File: config.mk
export PLATFORM = sky130hd
export DESIGN_NAME = fc_argmax_classifier_flat
export DESIGN_NICKNAME = d
export VERILOG_FILES = /design/src/rtl/cnn_pkg.sv /design/src/rtl/fc_argmax_classifier_if.sv /design/src/rtl/fc_argmax_classifier_top2.sv /design/src/rtl/fc_argmax_classifier.sv /design/src/flat_wrapper.sv
export SDC_FILE = /design/constraint.sdc
export NUM_CORES = 1
export LEC_CHECK = 0
export BUFFER_PORTS_ARGS = -buffer_cell sky130_fd_sc_hd__buf_2
export CAP_MARGIN = 30
export CELL_PAD_IN_SITES_DETAIL_PLACEMENT = 0
export CELL_PAD_IN_SITES_GLOBAL_PLACEMENT = 1
export CORE_MARGIN = 2
export CORE_UTILIZATION = 40
export CTS_CLUSTER_DIAMETER = 40
export CTS_CLUSTER_SIZE = 16
export DETAILED_ROUTE_END_ITERATION = 10
export PLACE_DENSITY_LB_ADDON = 0.1
export SLEW_MARGIN = 25
export SYNTH_ARGS = -nofsm -noshare
export SYNTH_HDL_FRONTEND = slang
export SYNTH_SLANG_ARGS = --single-unit
File: constraint.sdc
create_clock -name clk -period 3.6 [get_ports clk]
set_clock_uncertainty 0.05 [all_clocks]
set_input_delay 0.72 -clock clk [delete_from_list [all_inputs] [get_ports clk]]
set_output_delay 0.72 -clock clk [all_outputs]
set_load 0.005 [all_outputs]
File: src/rtl/cnn_pkg.sv
// cnn_pkg: shared classifier constants, score limits, class-index and FSM state types
package cnn_pkg;
  localparam int FC_OUT_NUM = 10;
  localparam int FC_DATA_BITS = 12;
  localparam int FC_IDX_BITS = 4;
  localparam logic signed [FC_DATA_BITS-1:0] SCORE_MIN = {1'b1, {(FC_DATA_BITS-1){1'b0}}};
  typedef logic [FC_IDX_BITS-1:0] class_idx_t;
  typedef enum logic {IDLE, COLLECT} state_t;
endpackage

File: src/rtl/fc_argmax_classifier_if.sv
// fc_argmax_classifier_if: score stream in (clear, valid_in, data_in); decision bus out (decision, max_score, second_score, margin, valid_out, busy, frame_count)
interface fc_argmax_classifier_if
  import cnn_pkg::*;
#(
  parameter int DATA_BITS = FC_DATA_BITS,
  parameter int IDX_BITS = FC_IDX_BITS,
  parameter int FRAME_CNT_BITS = 8
);
  logic clear;
  logic valid_in;
  logic signed [DATA_BITS-1:0] data_in;
  logic [IDX_BITS-1:0] decision;
  logic signed [DATA_BITS-1:0] max_score;
  logic signed [DATA_BITS-1:0] second_score;
  logic [DATA_BITS:0] margin;
  logic valid_out;
  logic busy;
  logic [FRAME_CNT_BITS-1:0] frame_count;
  modport master (output clear, valid_in, data_in,
                  input decision, max_score, second_score, margin, valid_out, busy, frame_count);
  modport slave (input clear, valid_in, data_in,
                 output decision, max_score, second_score, margin, valid_out, busy, frame_count);
endinterface

File: src/rtl/fc_argmax_classifier_top2.sv
// top2_tracker: folds one score into running (max, second, max index); ports first/data/cur_idx and running values in, updated values out
module top2_tracker
  import cnn_pkg::*;
#(
  parameter int DATA_BITS = FC_DATA_BITS,
  parameter int IDX_BITS = FC_IDX_BITS
) (
  input  logic first,
  input  logic signed [DATA_BITS-1:0] data,
  input  logic [IDX_BITS-1:0] cur_idx,
  input  logic signed [DATA_BITS-1:0] max_in,
  input  logic signed [DATA_BITS-1:0] sec_in,
  input  logic [IDX_BITS-1:0] idx_in,
  output logic signed [DATA_BITS-1:0] max_out,
  output logic signed [DATA_BITS-1:0] sec_out,
  output logic [IDX_BITS-1:0] idx_out
);
  localparam logic signed [DATA_BITS-1:0] MIN = {1'b1, {(DATA_BITS-1){1'b0}}};
  logic gt, gt_sec;
  // strict compare keeps the lowest index on ties; a tie still lifts the runner-up
  assign gt = data > max_in;
  assign gt_sec = data > sec_in;
  assign max_out = first || gt ? data : max_in;
  assign sec_out = first ? MIN : gt ? max_in : gt_sec ? data : sec_in;
  assign idx_out = first ? '0 : gt ? cur_idx : idx_in;
endmodule

File: src/rtl/fc_argmax_classifier.sv
// fc_argmax_classifier: per-frame argmax of CLASS_NUM signed scores; clk, rst (async high), bus = score stream in / registered decision out
module fc_argmax_classifier
  import cnn_pkg::*;
#(
  parameter int CLASS_NUM = FC_OUT_NUM,
  parameter int DATA_BITS = FC_DATA_BITS,
  parameter int IDX_BITS = FC_IDX_BITS,
  parameter int FRAME_CNT_BITS = 8
) (
  input logic clk,
  input logic rst,
  fc_argmax_classifier_if.slave bus
);
  localparam logic signed [DATA_BITS-1:0] MIN = {1'b1, {(DATA_BITS-1){1'b0}}};
  localparam logic [IDX_BITS-1:0] LAST = IDX_BITS'(CLASS_NUM - 1);
  state_t state, state_nx;
  logic [IDX_BITS-1:0] idx, idx_nx, run_idx, t_idx;
  logic signed [DATA_BITS-1:0] run_max, run_sec, t_max, t_sec;
  logic take, last;
  always_comb begin
    take = bus.valid_in && !bus.clear;
    last = take && idx == LAST;
    idx_nx = bus.clear || last ? '0 : take ? idx + 1'b1 : idx;
    state_nx = idx_nx != '0 ? COLLECT : IDLE;
  end
  top2_tracker #(.DATA_BITS(DATA_BITS), .IDX_BITS(IDX_BITS)) u_trk (
    .first(idx == '0), .data(bus.data_in), .cur_idx(idx),
    .max_in(run_max), .sec_in(run_sec), .idx_in(run_idx),
    .max_out(t_max), .sec_out(t_sec), .idx_out(t_idx)
  );
  assign bus.busy = state == COLLECT;
  always_ff @(posedge clk or posedge rst) begin
    if (rst) begin
      state <= IDLE;
      idx <= '0;
      run_max <= MIN;
      run_sec <= MIN;
      run_idx <= '0;
      bus.decision <= '0;
      bus.max_score <= '0;
      bus.second_score <= '0;
      bus.margin <= '0;
      bus.valid_out <= 1'b0;
      bus.frame_count <= '0;
    end else begin
      state <= state_nx;
      idx <= idx_nx;
      bus.valid_out <= last;
      if (bus.clear) begin
        run_max <= MIN;
        run_sec <= MIN;
        run_idx <= '0;
      end else if (take) begin
        run_max <= t_max;
        run_sec <= t_sec;
        run_idx <= t_idx;
      end
      if (last) begin
        bus.decision <= t_idx;
        bus.max_score <= t_max;
        bus.second_score <= t_sec;
        // one extra bit: max - second spans up to 2^DATA_BITS - 1
        bus.margin <= {t_max[DATA_BITS-1], t_max} - {t_sec[DATA_BITS-1], t_sec};
        bus.frame_count <= bus.frame_count + 1'b1;
      end
    end
  end
endmodule

File: src/flat_wrapper.sv
// flat-port wrapper written by rule: the top's interface ports become plain ports
module fc_argmax_classifier_flat import cnn_pkg::*;
#(
  parameter int CLASS_NUM = FC_OUT_NUM,
  parameter int DATA_BITS = FC_DATA_BITS,
  parameter int IDX_BITS = FC_IDX_BITS,
  parameter int FRAME_CNT_BITS = 8
)
  (clk, rst, bus_clear, bus_valid_in, bus_data_in, bus_decision, bus_max_score, bus_second_score, bus_margin, bus_valid_out, bus_busy, bus_frame_count);
  fc_argmax_classifier_if #(.DATA_BITS(DATA_BITS), .IDX_BITS(IDX_BITS), .FRAME_CNT_BITS(FRAME_CNT_BITS)) bus_i ();
  input logic clk;
  input logic rst;
  input wire logic [$bits(bus_i.clear)-1:0] bus_clear;
  input wire logic [$bits(bus_i.valid_in)-1:0] bus_valid_in;
  input wire logic [$bits(bus_i.data_in)-1:0] bus_data_in;
  output wire logic [$bits(bus_i.decision)-1:0] bus_decision;
  output wire logic [$bits(bus_i.max_score)-1:0] bus_max_score;
  output wire logic [$bits(bus_i.second_score)-1:0] bus_second_score;
  output wire logic [$bits(bus_i.margin)-1:0] bus_margin;
  output wire logic [$bits(bus_i.valid_out)-1:0] bus_valid_out;
  output wire logic [$bits(bus_i.busy)-1:0] bus_busy;
  output wire logic [$bits(bus_i.frame_count)-1:0] bus_frame_count;
  assign bus_i.clear = bus_clear;
  assign bus_i.valid_in = bus_valid_in;
  assign bus_i.data_in = bus_data_in;
  assign bus_decision = bus_i.decision;
  assign bus_max_score = bus_i.max_score;
  assign bus_second_score = bus_i.second_score;
  assign bus_margin = bus_i.margin;
  assign bus_valid_out = bus_i.valid_out;
  assign bus_busy = bus_i.busy;
  assign bus_frame_count = bus_i.frame_count;
  fc_argmax_classifier #(.CLASS_NUM(CLASS_NUM), .DATA_BITS(DATA_BITS), .IDX_BITS(IDX_BITS), .FRAME_CNT_BITS(FRAME_CNT_BITS)) u_core (.clk(clk), .rst(rst), .bus(bus_i));
endmodule
# Yosys cells after proc, flatten, opt, wreduce, memory -nomap -nowiden
# Index checks and enable logic that the tools add are counted.
dict set report classes {
  n_reduce_logical 8
  n_mux 15
  eq_ne 1
  n_lt_le_gt_ge 2
  add_sub_neg 3
}
# cell count
set ops {}
lappend ops {{$mux W12} 8}
lappend ops {{$gt A12 B12 Y1} 2}
lappend ops {{$mux W4} 6}
lappend ops {{$sub A12 B12 Y13} 1}
lappend ops {{$add A8 B1 Y8 const B} 1}
lappend ops {{$add A4 B1 Y4 const B} 1}
lappend ops {{$eq A4 B4 Y1 const B} 1}
lappend ops {{$logic_not A4 Y1} 1}
lappend ops {{$reduce_bool A4 Y1} 1}
lappend ops {{$logic_and A1 B1 Y1} 2}
lappend ops {{$logic_or A1 B1 Y1} 2}
lappend ops {{$reduce_bool A2 Y1} 1}
lappend ops {{$logic_not A1 Y1} 1}
lappend ops {{$mux W1} 1}
dict set report word_totals {
  reg_bits 83
  in_bits 16
  output_inout_bits 51
  wordCells 40
}

# Depth between registers and ports, before layout
dict set report depth {
  ltp_word 7
  mapped_depth 20
  mapped_depth_nobuf 19
}

# Hierarchy
# A second synthesis with hierarchy kept.
dict set report hier_totals {
  cells_unflattened 523
  area_unflattened_um2 5009.8
}
# mod instances cells_each area_each_um2 seq_area_each_um2
set modules_own_cells {}
lappend modules_own_cells {fc_argmax_classifier 1 380 3857.4 2079.5}
lappend modules_own_cells {top2_tracker 1 143 1152.4 0.0}

# Worst setup path before layout
# No wires, ideal clock.
dict set report synth_path {
  kind {input -> register}
  startpoint {input bus_data_in[9]}
  endpoint {register u_core.bus.margin[12]}
  cell_stages 18
  setup_time_ns 0.121
  required_time_ns 3.429
  n_path_buf 1
  arrival_time_ns 3.977
  slack_ns -0.548
  path_cell_list {ha_1 a21o_1 a211oi_1 o21ai_1 o31ai_2 nand2_1 clkbuf_1 a21oi_1 inv_1 ha_1 a21oi_1 o21ba_2 o21a_1 a311oi_2 nor3_1 o21bai_2 a21oi_1 o22a_1}
}
dict set report synth_between {
  word_cells_on_any_way 8
  cone_classes {add/sub (1); order compare (2); mux (4); reduce/logical (1)}
}
# element line
set synth_rtl {}
lappend synth_rtl {{start: declaration} flat_wrapper.sv:15} ;# input wire logic [$bits(bus_i.data_in)-1:0] bus_data_in;
lappend synth_rtl {{$gt A12 B12 Y1} fc_argmax_classifier_top2.sv:21} ;# assign gt = data > max_in;
lappend synth_rtl {{$logic_or A1 B1 Y1} fc_argmax_classifier_top2.sv:23} ;# assign max_out = first || gt ? data : max_in;
lappend synth_rtl {{$mux W12} fc_argmax_classifier_top2.sv:23}
lappend synth_rtl {{via u_core.t_max[5]} fc_argmax_classifier.sv:18} ;# logic signed [DATA_BITS-1:0] run_max, run_sec, t_max, t_sec;
lappend synth_rtl {{$sub A12 B12 Y13} fc_argmax_classifier.sv:63} ;# bus.margin <= {t_max[DATA_BITS-1], t_max} - {t_sec[DATA_BITS-1], t_sec};
lappend synth_rtl {{end signal: assignment} fc_argmax_classifier.sv:63}
lappend synth_rtl {{end: declaration} fc_argmax_classifier_if.sv:22} ;# output decision, max_score, second_score, margin, valid_out, busy, frame_count);
# The timed path passes the listed nets, and every way through them passes these cells.
# A chain may end at the register's enable or synchronous reset.

# Worst setup path after layout
dict set report layout_path {
  startpoint {register u_core.run_sec[11]}
  endpoint {register u_core.bus.margin[12]}
}
dict set report layout_between {
  elab_chain_len 5
}
# element line
set layout_lines {}
lappend layout_lines {{start: declaration} fc_argmax_classifier.sv:18}
lappend layout_lines {{start signal: assignment} fc_argmax_classifier.sv:55} ;# run_sec <= t_sec;
lappend layout_lines {{$gt A12 B12 Y1} fc_argmax_classifier_top2.sv:22} ;# assign gt_sec = data > sec_in;
lappend layout_lines {{$mux W12 * (3 in a row)} fc_argmax_classifier_top2.sv:24} ;# assign sec_out = first ? MIN : gt ? max_in : gt_sec ? data : sec_in;
lappend layout_lines {{$sub A12 B12 Y13 *} fc_argmax_classifier.sv:63}
# Every way passes the cells marked *; elsewhere a longest branch is shown, timed or not.

==> qor.txt <==
core area: 0.0121 mm2
hold_buf cts: 0
Worst-Skew Late Latency: 0.34 ns
die width: 115 um
post-synthesis simple-gate area fraction: 14.9%
post-route antenna net violation count: 0
xor/xnor share of the synthesized area: 3.01%
slowest CP cell: dfstp_2
Synthesis Warnings: 0
CTS tree: built
startpoint class of the critical path: flop
DRC Markers: 0
max-slew violation count: 0
Initial Util: 41.1%
Distinct cells, synth: 59
total die area: 0.0133 mm2
Clock transition at path regs: 0.06 ns
clock period minus worst slack: 3.78 ns
RSZ-0062 raised after global routing: true
fill cell count: 1053
final hold vios: 0
Area growth, synth to finish: 45.0%
Worst VDD drop: 0.389 mV
Hold WS: 0.413 ns
post-synthesis adder-cell area fraction: 10.1%
drt pass-1 iters: 4
CTS H-tree lvls: 3
CP cell instances: inv_4 -> ha_4 -> and4_4 -> a221oi_4 -> a21oi_4 -> buf_12 -> buf_6 -> o211ai_1 -> o211ai_1 -> ha_4 -> inv_4 -> o21ba_4 -> o21a_1 -> a311oi_2 -> nor3_2 -> o21bai_2 -> a21oi_1 -> o22a_1
crit path buf inv count: 4
Comb power frac: 32.8%
port buffer count: 66
status: finished with violations
crit-path max FO: 5
Hold Crit Depth: 1
placed cells: 853
CP Capture Type: flop
FFs w/ async S/R, synth: 100%
P per Cell Area: 407 mW/mm2
Vias/cell: 5.11
Fmax: 0.264 GHz
delay-heaviest family, CP: compound AO/OA/AOI/OAI gates
Cells after Synth: 551
most frequent cells in the layout: buf_4 (113), dfrtp_1 (81), nand2_1 (78)
Internal: 2050 uW
setup ws final: -0.182 ns
clk sink count: 83
Pleak: 0.00343 uW
Die Ht: 115 um
mux contribution to synthesized area: 3.46%
Placer Congestion: 0.877
commonest non-fill, non-tap cell in the layout: buf_4
# setup viols final: 5
largest family of logic cells by synthesized area: compound AO/OA/AOI/OAI gates
CP Class: reg -> reg
Slew Limit Headroom: 52.0%
1st-iter DRT viols: 218
clk buf depth: 2
end of the worst hold path: u_core.bus.frame_count[7]
failing checks: negative setup slack
largest net degree at the start of global routing: 77
Finished Layout Cells: 896
first-pass GRT wire length: 22400 um
gr usage total: 21.8%
crit-path max cell delay: 0.55 ns
Tightest Hold Check Type: reg -> reg
Yosys reg bits: 83
Data arrival, critical path: 3.96 ns
# IOs: 67
Tcrit/Tclk final: 105%
hold path start: u_core.bus.frame_count[7]
Mapped Nets: 607
Top FF cell, synth: dfrtp_1
vias in the first global route: 4587
reg2reg setup slack: -0.18 ns
DP HPWL: 10500 um
fin nets: 780
dpl ws: -0.444 ns
Slew @ Worst Pin: 0.720 ns
Reg-to-Reg End: u_core.bus.margin[12]
Power Total: 2930 uW
Seq/Total Area, Yosys: 42.0%
reg2reg start: u_core.run_sec[11]
Std-Cell Rows: 40
compound-cell area share of the yosys netlist: 21.0%
sequential power share: 33.2%
syn avg cell area: 8.99 um2
initial antenna violation count: 0
Post-synth EDFFs: 0
Post-Route WL: 14300 um
NetSw: 874 uW
Root Buffer: clkbuf_16
Avg WL per Cell: 15.9 um
n_diodes: 0
R2R depth: 18
GRT overflow: 0
Syn Std Cell Area: 0.00495 mm2
switching fraction of total power: 29.9%
share of cells above drive strength 1: 39.8%
Worst Path Required: 3.77 ns
max-cap violations: 0
Vias: 4583
CTS Buf Count: 9
Clk pwr share: 34.0%
==> per-layer routing <==
metal / part of all wire (%) / global-route usage (%) / wire length (um)
met2: 53 / 40.9 / 7580
met4: 2.5 / 8.03 / 364
met5: 0 / 0 / 0
met3: 2.8 / 4.01 / 402
met1: 42 / 24.6 / 5940
==> worst max-delay path by stage <==
stage               cells past startpoint                     to                from  slack [ns]
floorplan                              18  u_core.bus.margin[12]      bus_data_in[9]       -0.13
global placement                       19   u_core.bus.margin[6]      bus_data_in[9]       -0.40
detailed placement                     20   u_core.bus.margin[6]      bus_data_in[7]       -0.44
CTS                                    20   u_core.bus.margin[6]      bus_data_in[7]       -0.11
global route                           20  u_core.bus.margin[12]  u_core.run_sec[11]       -0.35
finish                                 18  u_core.bus.margin[12]  u_core.run_sec[11]       -0.18
==> layout make-up <==
| type | count | area, um2 | area share (%) |
|---|---|---|---|
| tap | 168 | 210 | 2.93 |
| timing repair buffer | 188 | 1300 | 18.1 |
| sequential | 83 | 2080 | 28.9 |
| multi-input combinational | 394 | 3090 | 43.0 |
| clock buffer | 11 | 243 | 3.38 |
| inverter | 48 | 188 | 2.61 |
| clock inverter | 4 | 73.8 | 1.03 |
==> cell usage after synthesis (all sizes together), types with 7 or more instances <==
library cell	number	area [um2]
nor3	7	35.0
clkbuf	25	93.8
nand4	10	62.6
xnor2	13	114
nand2	83	314
o211ai	22	165
ha	40	500
dfrtp	81	2030
mux2	9	101
inv	48	180
mux2i	7	70.1
a211oi	15	123
a21oi	31	155
nor2	51	191
o21ai	47	235
==> registers in the layout (all words and copies together) (netlist names) <==
signal	count
u_core.run_idx	4
u_core.bus.margin	13
u_core.run_max	12
u_core.bus.max_score	12
u_core.bus.busy	1
u_core.bus.second_score	12
u_core.bus.frame_count	8
u_core.idx	4
u_core.bus.decision	4
u_core.run_sec	12
u_core.bus.valid_out	1
==> through the flow <==
step	instance area [um2]	TNS [ns]	util [%]
2_1_floorplan	5250	-0.281	-
3_3_place_gp	6360	-3.37	52.7
3_5_place_dp	6360	-3.58	52.7
4_1_cts	6950	-0.264	57.6
5_1_grt	7180	-1.77	59.6
6_report	7180	-0.692	59.6
==> power by group through the flow <==
stage | Clock (uW) | Combinational, uW | Sequential, uW
2_1_floorplan | 0 | 488 | 985
3_3_place_gp | 0 | 778 | 987
3_5_place_dp | 0 | 788 | 987
4_1_cts | 1020 | 860 | 970
5_1_grt | 1050 | 1040 | 973
6_report | 996 | 959 | 971
==> cell families (layout without fill, tap and decap cells) <==
group | Yosys count | count (layout)
AO/OA/AOI/OAI | 150 | 150
XOR/XNOR | 17 | 17
adder cells (fa/ha/maj) | 40 | 40
buffers and inverters | 74 | 251
flip-flops | 83 | 83
multiplexers | 16 | 16
AND/OR/NAND/NOR | 171 | 171
==> repair_timing <==
action                                  CTS  global route
setup buffers                            22             8
resized for setup                        22            33
pin swaps                                29            26
endpoints found under the setup margin    8            12
cloned                                    0             0
Power figures use the tool's default switching activity.
